[src/rtl/axi_interconnect_crossbar_credit_arbit_if.sv]
// Handshake bundle for axi_interconnect_crossbar_credit_arbit.
//   s_addr_info  : per-port address info, port i at slice i
//   s_addr_valid : per-port request
//   s_addr_ready : one-hot grant back to the requesting ports
//   addr_info    : {info, granted index}, index in the LSBs
//   addr_valid   : downstream valid
//   addr_ready   : downstream ready
//   rsp_done     : per-port transaction-complete pulse
// Modport "slave" is the crossbar's own view; "master" is the view of the
// environment that drives requests, completions and downstream ready.
interface axi_interconnect_crossbar_credit_arbit_if #(
  parameter int NUM_SLAVE      = 4,
  parameter int WIDTH_ADDRINFO = 64,
  parameter int WIDTH_SALVE    = (NUM_SLAVE > 1) ? $clog2(NUM_SLAVE) : 1
);
  logic [NUM_SLAVE*WIDTH_ADDRINFO-1:0]  s_addr_info;
  logic [NUM_SLAVE-1:0]                 s_addr_valid;
  logic [NUM_SLAVE-1:0]                 s_addr_ready;
  logic [WIDTH_ADDRINFO+WIDTH_SALVE-1:0] addr_info;
  logic                                 addr_valid;
  logic                                 addr_ready;
  logic [NUM_SLAVE-1:0]                 rsp_done;

  modport slave (
    input  s_addr_info, s_addr_valid, addr_ready, rsp_done,
    output s_addr_ready, addr_info, addr_valid
  );

  modport master (
    output s_addr_info, s_addr_valid, addr_ready, rsp_done,
    input  s_addr_ready, addr_info, addr_valid
  );
endinterface

[src/rtl/axi_interconnect_crossbar_credit_arbit.sv]
// Credit-limited round-robin address arbiter.
// Selects one of NUM_SLAVE requesting ports per load cycle, forwards its
// address info (tagged with the port index) through a single output register,
// and tracks per-port outstanding transactions so a port at its limit is
// skipped until a rsp_done pulse returns a credit.
//
// Ports:
//   clk_sys        : system clock, rising edge
//   rst_n          : asynchronous active-low reset
//   bus            : handshake bundle (slave modport), see the interface file
//   busy           : any credit counter non-zero
//   err_underflow  : sticky, rsp_done seen for a port with no outstanding work
//   stat_grant_cnt : per-port 32-bit wrapping grant counters, only present
//                    when AXI_IC_CREDIT_ARBIT_STAT_EN is defined
//
// Optional feature macro: AXI_IC_CREDIT_ARBIT_STAT_EN
module axi_interconnect_crossbar_credit_arbit #(
  parameter int NUM_SLAVE       = 4,
  parameter int WIDTH_ADDRINFO  = 64,
  parameter int NUM_OUTSTANDING = 4,
  parameter int WIDTH_SALVE     = (NUM_SLAVE > 1) ? $clog2(NUM_SLAVE) : 1,
  parameter int WIDTH_CNT       = $clog2(NUM_OUTSTANDING + 1),
  parameter int U_DLY           = 1
) (
  input  logic clk_sys,
  input  logic rst_n,
  axi_interconnect_crossbar_credit_arbit_if.slave bus,
  output logic busy,
  output logic err_underflow
`ifdef AXI_IC_CREDIT_ARBIT_STAT_EN
  ,
  output logic [32*NUM_SLAVE-1:0] stat_grant_cnt
`endif
);

  // Elaboration-time parameter sanity checks.
  if (NUM_SLAVE < 1 || NUM_SLAVE > 4) begin : g_bad_num_slave
    $error("NUM_SLAVE must be within 1..4");
  end
  if (NUM_OUTSTANDING < 1 || NUM_OUTSTANDING > 16) begin : g_bad_outstanding
    $error("NUM_OUTSTANDING must be within 1..16");
  end
  if (U_DLY < 0) begin : g_bad_dly
    $error("U_DLY must be non-negative");
  end

  typedef logic [WIDTH_SALVE-1:0] idx_t;
  typedef logic [WIDTH_CNT-1:0]   cnt_t;

  localparam int unsigned NUM_SLAVE_U = NUM_SLAVE;
  localparam cnt_t        CNT_MAX     = cnt_t'(NUM_OUTSTANDING);
  localparam idx_t        LAST_RST    = idx_t'(NUM_SLAVE - 1);

  cnt_t                              cnt [NUM_SLAVE];
  logic [NUM_SLAVE-1:0]              eligible;
  logic [NUM_SLAVE-1:0]              grant;
  idx_t                              last;
  idx_t                              winner;
  logic                              any_eligible;
  logic                              load;
  logic [WIDTH_ADDRINFO-1:0]         info_sel;
  logic                              addr_valid_q;
  logic [WIDTH_ADDRINFO+WIDTH_SALVE-1:0] addr_info_q;

  // Output register accepts a new word when empty or being drained.
  assign load = ~addr_valid_q | bus.addr_ready;

  always_comb begin
    eligible = '0;
    for (int unsigned i = 0; i < NUM_SLAVE_U; i++) begin
      eligible[i] = bus.s_addr_valid[i] & (cnt[i] < CNT_MAX);
    end
  end

  // Round-robin search starting one past the last winner, wrapping.
  always_comb begin
    int unsigned p;
    p            = 0;
    winner       = last;
    any_eligible = 1'b0;
    for (int unsigned k = 1; k <= NUM_SLAVE_U; k++) begin
      p = (32'(last) + k) % NUM_SLAVE_U;
      if (!any_eligible && eligible[idx_t'(p)]) begin
        any_eligible = 1'b1;
        winner       = idx_t'(p);
      end
    end
  end

  // Grant is gated by rst_n so the ready outputs drop with reset, not
  // just at the next edge.
  always_comb begin
    grant = '0;
    if (rst_n && load && any_eligible) begin
      grant[winner] = 1'b1;
    end
  end

  always_comb begin
    info_sel = '0;
    for (int unsigned i = 0; i < NUM_SLAVE_U; i++) begin
      if (idx_t'(i) == winner) begin
        info_sel = bus.s_addr_info[i*WIDTH_ADDRINFO +: WIDTH_ADDRINFO];
      end
    end
  end

  assign bus.s_addr_ready = grant;
  assign bus.addr_valid   = addr_valid_q;
  assign bus.addr_info    = addr_info_q;

  // Output register and round-robin pointer. addr_info holds its last
  // value when a load cycle finds nobody eligible.
  always_ff @(posedge clk_sys or negedge rst_n) begin
    if (!rst_n) begin
      addr_valid_q <= 1'b0;
      addr_info_q  <= '0;
      last         <= LAST_RST;
    end else if (load) begin
      addr_valid_q <= any_eligible;
      if (any_eligible) begin
        addr_info_q <= {info_sel, winner};
        last        <= winner;
      end
    end
  end

  // Credit counters. A grant and a completion in the same cycle cancel;
  // a completion alone on an empty counter flags underflow instead.
  always_ff @(posedge clk_sys or negedge rst_n) begin
    if (!rst_n) begin
      for (int unsigned i = 0; i < NUM_SLAVE_U; i++) begin
        cnt[i] <= '0;
      end
      err_underflow <= 1'b0;
    end else begin
      for (int unsigned i = 0; i < NUM_SLAVE_U; i++) begin
        if (grant[i] && !bus.rsp_done[i]) begin
          cnt[i] <= cnt[i] + 1'b1;
        end else if (!grant[i] && bus.rsp_done[i]) begin
          if (cnt[i] == '0) begin
            err_underflow <= 1'b1;
          end else begin
            cnt[i] <= cnt[i] - 1'b1;
          end
        end
      end
    end
  end

  always_comb begin
    busy = 1'b0;
    for (int unsigned i = 0; i < NUM_SLAVE_U; i++) begin
      if (cnt[i] != '0) begin
        busy = 1'b1;
      end
    end
  end

`ifdef AXI_IC_CREDIT_ARBIT_STAT_EN
  logic [31:0] stat_q [NUM_SLAVE];

  always_ff @(posedge clk_sys or negedge rst_n) begin
    if (!rst_n) begin
      for (int unsigned i = 0; i < NUM_SLAVE_U; i++) begin
        stat_q[i] <= '0;
      end
    end else begin
      for (int unsigned i = 0; i < NUM_SLAVE_U; i++) begin
        if (grant[i]) begin
          stat_q[i] <= stat_q[i] + 32'd1;
        end
      end
    end
  end

  always_comb begin
    stat_grant_cnt = '0;
    for (int unsigned i = 0; i < NUM_SLAVE_U; i++) begin
      stat_grant_cnt[i*32 +: 32] = stat_q[i];
    end
  end
`endif

endmodule

[src/flat_wrapper.sv]
// flat-port wrapper written by rule: the top's interface ports become plain ports
module axi_interconnect_crossbar_credit_arbit_flat 
#(
  parameter int NUM_SLAVE       = 4,
  parameter int WIDTH_ADDRINFO  = 64,
  parameter int NUM_OUTSTANDING = 4,
  parameter int WIDTH_SALVE     = (NUM_SLAVE > 1) ? $clog2(NUM_SLAVE) : 1,
  parameter int WIDTH_CNT       = $clog2(NUM_OUTSTANDING + 1),
  parameter int U_DLY           = 1
)
  (clk_sys, rst_n, busy, err_underflow, bus_s_addr_info, bus_s_addr_valid, bus_addr_ready, bus_rsp_done, bus_s_addr_ready, bus_addr_info, bus_addr_valid);
  axi_interconnect_crossbar_credit_arbit_if #(.NUM_SLAVE(NUM_SLAVE), .WIDTH_ADDRINFO(WIDTH_ADDRINFO), .WIDTH_SALVE(WIDTH_SALVE)) bus_i ();
  input  logic clk_sys;
  input  logic rst_n;
  output logic busy;
  output logic err_underflow;
  input wire logic [$bits(bus_i.s_addr_info)-1:0] bus_s_addr_info;
  input wire logic [$bits(bus_i.s_addr_valid)-1:0] bus_s_addr_valid;
  input wire logic [$bits(bus_i.addr_ready)-1:0] bus_addr_ready;
  input wire logic [$bits(bus_i.rsp_done)-1:0] bus_rsp_done;
  output wire logic [$bits(bus_i.s_addr_ready)-1:0] bus_s_addr_ready;
  output wire logic [$bits(bus_i.addr_info)-1:0] bus_addr_info;
  output wire logic [$bits(bus_i.addr_valid)-1:0] bus_addr_valid;
  assign bus_i.s_addr_info = bus_s_addr_info;
  assign bus_i.s_addr_valid = bus_s_addr_valid;
  assign bus_i.addr_ready = bus_addr_ready;
  assign bus_i.rsp_done = bus_rsp_done;
  assign bus_s_addr_ready = bus_i.s_addr_ready;
  assign bus_addr_info = bus_i.addr_info;
  assign bus_addr_valid = bus_i.addr_valid;
  axi_interconnect_crossbar_credit_arbit #(.NUM_SLAVE(NUM_SLAVE), .WIDTH_ADDRINFO(WIDTH_ADDRINFO), .NUM_OUTSTANDING(NUM_OUTSTANDING), .WIDTH_SALVE(WIDTH_SALVE), .WIDTH_CNT(WIDTH_CNT), .U_DLY(U_DLY)) u_core (.clk_sys(clk_sys), .rst_n(rst_n), .bus(bus_i), .busy(busy), .err_underflow(err_underflow));
endmodule
[config.mk]
export PLATFORM = sky130hd
export DESIGN_NAME = axi_interconnect_crossbar_credit_arbit_flat
export DESIGN_NICKNAME = d
export VERILOG_FILES = /design/src/rtl/axi_interconnect_crossbar_credit_arbit_if.sv /design/src/rtl/axi_interconnect_crossbar_credit_arbit.sv /design/src/flat_wrapper.sv
export SDC_FILE = /design/constraint.sdc
export NUM_CORES = 1
export LEC_CHECK = 0
export ABC_CLOCK_PERIOD_IN_PS = 2700
export CAP_MARGIN = 20
export CELL_PAD_IN_SITES_DETAIL_PLACEMENT = 0
export CELL_PAD_IN_SITES_GLOBAL_PLACEMENT = 1
export CORE_MARGIN = 2
export CORE_UTILIZATION = 24
export DETAILED_ROUTE_END_ITERATION = 6
export MAX_ROUTING_LAYER = met4
export PLACE_DENSITY_LB_ADDON = 0.3
export SLEW_MARGIN = 25
export SYNTH_ARGS = -nofsm -noshare
export SYNTH_HDL_FRONTEND = slang
export SYNTH_SLANG_ARGS = --single-unit
[constraint.sdc]
create_clock -name clk_sys -period 2.7 [get_ports clk_sys]
set_input_delay 0.54 -clock clk_sys [delete_from_list [all_inputs] [get_ports clk_sys]]
set_output_delay 0.54 -clock clk_sys [all_outputs]
set_load 0.01 [all_outputs]
==> results.yml, run 1 <==
yosys:
  ys_seq_area_frac: 0.393
  synth_area_per_cell_sq_um: 10.4
  synth_top_area_frac: 0.383
  yosys_register_bits: 82
  synth_nets: 780
  netlist_area_sq_um: 5220
  yosysUniqueCellTypes: 40
  yosysTopAreaCell: "dfrtp_1"
  ys_warn_count: 0
  synth_area_leaders: "dfrtp_1 38%, mux2i_1 25%, a221oi_1 7.0%"
  syn_inst: 501
sta:
  hold_viol_final: 0
  layout_min_cycle_time_ps: 2630
  post-route-period-util: 0.975
  rsz0062_at_grt: "true"
  max_freq_ghz: 0.380
  skew_ps: 5.55
  relSlewSlack: 0.601
  worst_pin_slew_ps: 598
  finalSetupTns_ps: 0
  fin_ws_ps: 68.1
  setup_viol: 0
  finalMaxSlewViolations: 0
placed_design:
  port_buffers: 339
  hpwl_microns: 15800
  placed_cells: 1109
  gp_congestion: 0.820
  detailedPlace.worstSlack_ps: -400
routing:
  drcViolationCount: 0
  vias_per_cell: 4.68
  wl_microns: 20700
  drt-initial-drc-count: 151
  vias: 5303
  wire_per_inst_microns: 18.2
  antenna_left: 0
  drt_first_pass_iters: 6
grt:
  grt-ovfl-total: 0
  globalRouteTotalUtil: 0.178
  grt_pass1_wl_microns: 30100
  antenna_found_initial: 2
  grt_max_degree: 57
  grt_pass1_vias: 5493
die:
  fp.dieW_microns: 152
  fp-row-count: 53
  core_area_sq_um: 21200
  start_util: 0.246
  die_y_microns: 152
  ios: 340
  die-area_sq_um: 23000
worst_hold_path:
  min_path_type: "reg -> reg"
  hold-path-cell-count: 2
  min-delay-start: "u_core.bus.addr_info[1]"
  holdPathEnd: "u_core.bus.addr_info[1]"
clock_network:
  path_clk_slew_ps: 60
  clock_sinks: 82
  cts_tree: "built"
  cts-root-buf: "clkbuf_16"
  cts_buffer_depth: 2
  h-tree-depth: 3
  cts_buffers: 9
  clk_latency_ps: 340
finish:
  stdcell_count: 1133
  area_delta_synth_final_pct: 83.4
  utilization: 0.451
  drive_gt1_frac: 0.114
  fin_nets: 1130
power_and_ir_drop:
  p_per_area_nw_per_um2: 1030
  leakage_nw: 4.07
  pwr-share-seq: 0.237
  p_comb_frac: 0.626
  pwr-share-clk: 0.137
  switching_share: 0.395
  intPower_mw: 5.96
  irDropWorstVdd_mv: 0.713
  switching_power_mw: 3.89
  power_mw: 9.84
worst_setup_path:
  worstPathCellList: "clkdlybuf4s50_1 > nor2b_4 > a21oi_2 > a21o_1 > buf_4 > nor3_4 > clkdlybuf4s15_1"
  cp.arrival_ps: 2090
  crit_buf_inv: 3
  crit_type: "in -> out"
  path_delay_family: "buffers and inverters"
  r2r_end: "u_core.cnt[9]"
  max_stage_delay_ps: 460
  crit_path_end_kind: "output port"
  regToRegSetupSlack_ps: 130
  crit_slowest_cell: "clkdlybuf4s50_1"
  reg2reg_from: "u_core.cnt[11]"
  cp-start-kind: "primary input"
  cp_max_fo: 4
  r2r_cells: 9
  cp.required_ps: 2160
run_status:
  status: "finished, final reports clean"
run:
  cap_viol_max_count: 0
==> cell usage in the layout (no fill, tap or decap), types with 3 or more instances in the layout <==
cell type | Yosys | final
clkdlybuf4s50_1 | 0 | 331
mux2i_1 | 128 | 128
dfrtp_1 | 80 | 78
nor2_1 | 59 | 56
a221oi_1 | 42 | 42
nand2_1 | 33 | 32
buf_4 | 4 | 31
o221ai_1 | 21 | 21
clkbuf_16 | 0 | 9
inv_1 | 11 | 7
a21oi_1 | 8 | 7
nor3_1 | 12 | 7
buf_12 | 1 | 6
nor2b_4 | 0 | 4
nand3_1 | 4 | 4
xor2_1 | 4 | 4
inv_2 | 0 | 4
nor4_1 | 5 | 4
fa_2 | 0 | 4
a21o_1 | 3 | 3
nor3_4 | 0 | 3
nand4_1 | 3 | 3
or3_1 | 3 | 3
nor3_2 | 1 | 3
ha_1 | 8 | 3
ha_4 | 0 | 3
dlygate4sd2_1 | 0 | 3
==> timing repair <==
action,4_1_cts,5_1_grt
endpoints found under the hold margin,2,0
hold buffers,1,0
endpoints found under the setup margin,8,20
pin swaps,3,13
setup buffers,5,1
resized for setup,15,14
==> worst register-to-register path, cell delays in order (launching register included) <==
cell and delay, ps:
dfrtp_2 450, nand2b_2 250, a22oi_2 250, o211ai_4 140, buf_4 170, buf_4 140, or3_1 350, ha_1 360
nor2_1 80, mux2_2 270
==> worst max-delay path by stage <==
stage | startpoint | to | slack (ps) | cells past startpoint
final | bus_s_addr_valid[2] | bus_s_addr_ready[2] | 70 | 7
after global routing | u_core.cnt[2] | u_core.cnt[8] | -20 | 11
after CTS | bus_s_addr_valid[3] | bus_s_addr_ready[1] | 10 | 9
after detailed placement | bus_s_addr_valid[3] | bus_s_addr_ready[3] | -400 | 7
after global placement | bus_s_addr_valid[3] | bus_s_addr_ready[3] | -370 | 7
after floorplan | bus_s_addr_valid[3] | u_core.cnt[2] | -100 | 15
==> sequential cells by signal, indices dropped and copies added, names as in the netlist <==
register	cells
u_core.bus.addr_info	66
u_core.cnt	12
u_core.last	2
u_core.bus.addr_valid	1
u_core.err_underflow	1
==> synthesized netlist by cell type <==
master	n
a21o_1	3
a21oi_1	8
a221oi_1	42
a221oi_2	1
a22oi_1	4
buf_12	1
buf_2	11
buf_4	4
buf_6	9
buf_8	1
clkbuf_1	13
dfrtp_1	80
dfstp_2	2
fa_1	4
ha_1	8
inv_1	11
mux2_2	2
mux2i_1	128
nand2_1	33
nand2b_1	2
nand2b_2	1
nand3_1	4
nand4_1	3
nor2_1	59
nor2b_1	5
nor2b_2	1
nor3_1	12
nor3_2	1
nor4_1	5
o211ai_2	1
o21ai_0	4
o221ai_1	21
o22a_1	2
o22ai_2	1
o31ai_1	2
or2_1	1
or2_2	2
or3_1	3
xnor2_1	2
xor2_1	4
==> power groups by stage <==
stage | Sequential (mW) | Combinational, mW | Clock [mW]
6_report | 2.33 | 6.17 | 1.35
2_1_floorplan | 2.47 | 3.62 | 0
3_3_place_gp | 2.31 | 6.12 | 0
5_1_grt | 2.41 | 6.72 | 1.46
3_5_place_dp | 2.32 | 6.14 | 0
4_1_cts | 2.33 | 6.21 | 1.40
==> logic make-up after synthesis <==
kind of cell    after synthesis  synth area share
compound gates               89             0.141
xor+xnor                      6            0.0101
fa+ha+maj                    12            0.0345
buf+inv                      50            0.0596
flops                        82             0.393
mux                         130             0.250
simple gates                132             0.112
==> metal layers <==
metal,up-vias,track usage,share of wire
li1,2576,-,-
met1,2428,0.206,0.40
met2,267,0.290,0.47
met3,32,0.0623,0.11
met4,0,0.0602,0.026
met5,-,-,0
==> cell type report <==
type	count	area [sq um]
fill	2068	11600
timing repair buffer	378	3770
multi-input combinational	369	3040
sequential	82	2060
tap	275	344
clock buffer	11	243
clock inverter	5	77.6
inverter	11	41.3
antenna	2	5.00
==> metrics by stage <==
step	hold slack, ps	instance area, sq um
2_1_floorplan	244	5340
4_1_cts	481	9530
3_5_place_dp	365	9140
3_3_place_gp	368	9140
6_report	482	9580
5_1_grt	511	9580
Note: power is estimated with default switching activity, not from simulation.
==> run 2: changes to the inputs <==
- SETUP_SLACK_MARGIN: not set -> 0.3
==> results.yml, run 2 (synthesis results as in run 1) <==
sta:
  finalSetupTns_ps: 0
  hold_viol_final: 0
  max_freq_ghz: 0.393
  layout_min_cycle_time_ps: 2540
  post-route-period-util: 0.942
  skew_ps: 5.82
  relSlewSlack: 0.598
  rsz0062_at_grt: "true"
  setup_viol: 0
  finalMaxSlewViolations: 0
  worst_pin_slew_ps: 603
  holdWs_ps: 481
routing:
  wire_per_inst_microns: 18.5
  drcViolationCount: 0
  drt_first_pass_iters: 4
  drt-initial-drc-count: 140
  wl_microns: 21100
  vias: 5440
  vias_per_cell: 4.76
  antenna_left: 0
die:
  core_area_sq_um: 21200
  die_y_microns: 152
  fp-row-count: 53
  start_util: 0.246
  ios: 340
  fp.dieW_microns: 152
  die-area_sq_um: 23000
clock_network:
  clk_latency_ps: 340
  clock_sinks: 82
  cts_tree: "built"
  h-tree-depth: 3
  cts-root-buf: "clkbuf_16"
  cts_buffers: 9
  path_clk_slew_ps: 60
  cts_buffer_depth: 2
power_and_ir_drop:
  irDropWorstVdd_mv: 0.652
  switching_share: 0.401
  power_mw: 10.4
  pwr-share-seq: 0.224
  leakage_nw: 4.16
  pwr-share-clk: 0.116
  intPower_mw: 6.22
  switching_power_mw: 4.17
  p_per_area_nw_per_um2: 1060
  p_comb_frac: 0.660
placed_design:
  placed_cells: 1109
  hpwl_microns: 15000
  port_buffers: 339
  gp_congestion: 0.776
  dpl-instance-area_sq_um: 9140
worst_setup_path:
  r2r_cells: 12
  max_stage_delay_ps: 620
  reg2reg_from: "u_core.last[1]"
  cp-endpoint: "bus_s_addr_ready[2]"
  crit_type: "reg -> out"
  path_delay_family: "flip-flops"
  worstPathCellList: "xor2_1 > o22ai_2 > a21o_1 > buf_4 > nor3_4 > buf_2"
  crit_buf_inv: 2
  critPathLaunch: "u_core.last[1]"
  crit_slowest_cell: "dfstp_2"
  cp_num_cells: 6
  cp.arrival_ps: 2000
  cp-start-kind: "flop"
  r2r_end: "u_core.cnt[8]"
  cp.required_ps: 2160
  regToRegSetupSlack_ps: 160
  crit_path_end_kind: "output port"
  cp_max_fo: 7
finish:
  n_fill_cell: 2095
  stdcell_count: 1142
  design_area_sq_um: 9810
  multiInputGateArea_sq_um: 3110
  layout_commonest_cell: "clkdlybuf4s50_1"
  diodes: 0
  fin_nets: 1142
  area_delta_synth_final_pct: 87.7
  largest_reg_flops: 66
  ff_latch_area_sq_um: 2060
  drive_gt1_frac: 0.143
  layout_common_cells: "329 x clkdlybuf4s50_1, 127 x mux2i_1, 79 x dfrtp_1, 55 x nor2_1, 42 x a221oi_1"
grt:
  antenna_found_initial: 0
  globalRouteTotalUtil: 0.173
  busiest_layer: "met2"
  grt-ovfl-total: 0
  grt_pass1_wl_microns: 29500
  grt_pass1_vias: 5423
  grtUsageMet1: 0.200
  grt_max_degree: 47
  grtUsageMet3: 0.0473
  use_met2: 0.297
worst_hold_path:
  min_path_type: "reg -> reg"
run_status:
  status: "finished, final reports clean"
run:
  cap_viol_max_count: 0
run 2: changes by cell type in the layout (fill, tap and decap cells not counted), moves of 3 or more:
| cell | previous run | this run |
|---|---|---|
| buf_4 | 31 | 35 |
| clkbuf_16 | 9 | 13 |
| buf_16 | 0 | 3 |
| buf_6 | 1 | 7 |
run 2: power groups by stage:
stage | Combinational [mW] | Sequential (mW) | Clock [mW]
detailed placement | 6.12 | 2.30 | 0
global placement | 6.10 | 2.30 | 0
global route | 7.40 | 2.42 | 1.29
CTS | 6.43 | 2.32 | 1.26
finish | 6.86 | 2.33 | 1.20
floorplan | 3.62 | 2.47 | 0
run 2: how the worst min path moves through the flow:
stage	startpoint	cells past startpoint	to	slack, ps
2_1_floorplan	rst_n	0	u_core.bus.addr_info[0]	240
3_3_place_gp	rst_n	1	u_core.err_underflow	370
3_5_place_dp	rst_n	1	u_core.cnt[11]	370
4_1_cts	u_core.bus.addr_info[1]	2	u_core.bus.addr_info[1]	480
5_1_grt	u_core.bus.addr_info[51]	2	u_core.bus.addr_info[51]	510
6_report	u_core.bus.addr_info[1]	2	u_core.bus.addr_info[1]	480
run 2: stage by stage:
| step | worst slack (ps) | util |
|---|---|---|
| 2_1_floorplan | -95.7 | - |
| 3_3_place_gp | -369 | 0.431 |
| 3_5_place_dp | -396 | 0.431 |
| 4_1_cts | 154 | 0.451 |
| 5_1_grt | 45.1 | 0.462 |
| 6_report | 156 | 0.462 |
run 2: routing by layer:
layer  vias up  wire length (microns)
met5         -                      0
met4         0                    380
met3        21                   1640
met2       224                  11000
met1      2596                   8090
li1       2599                      -
run 2: final cells by class:
class	instances	share of cell area
inverter	11	0.00421
clock inverter	4	0.00281
timing repair buffer	390	0.405
clock buffer	11	0.0258
tap	275	0.0351
multi-input combinational	369	0.317
sequential	82	0.210
run 2: timing repair:
action / 4_1_cts / 5_1_grt
setup endpoints to repair: 50 / 66
pin swaps: 17 / 14
gates resized for setup: 42 / 19
gates cloned: 1 / 4
hold buffers: 1 / 0
hold endpoints to repair: 3 / 0
setup buffers: 8 / 4
run 2: worst reg2reg max path, delay by kind of cell, from the launching register on:
family                   cells  cell delay [ps]
buffers and inverters        3              310
AO/OA/AOI/OAI                4              480
AND/OR/NAND/NOR              3              480
flip-flops                   1              620
adder cells (fa/ha/maj)      2              550
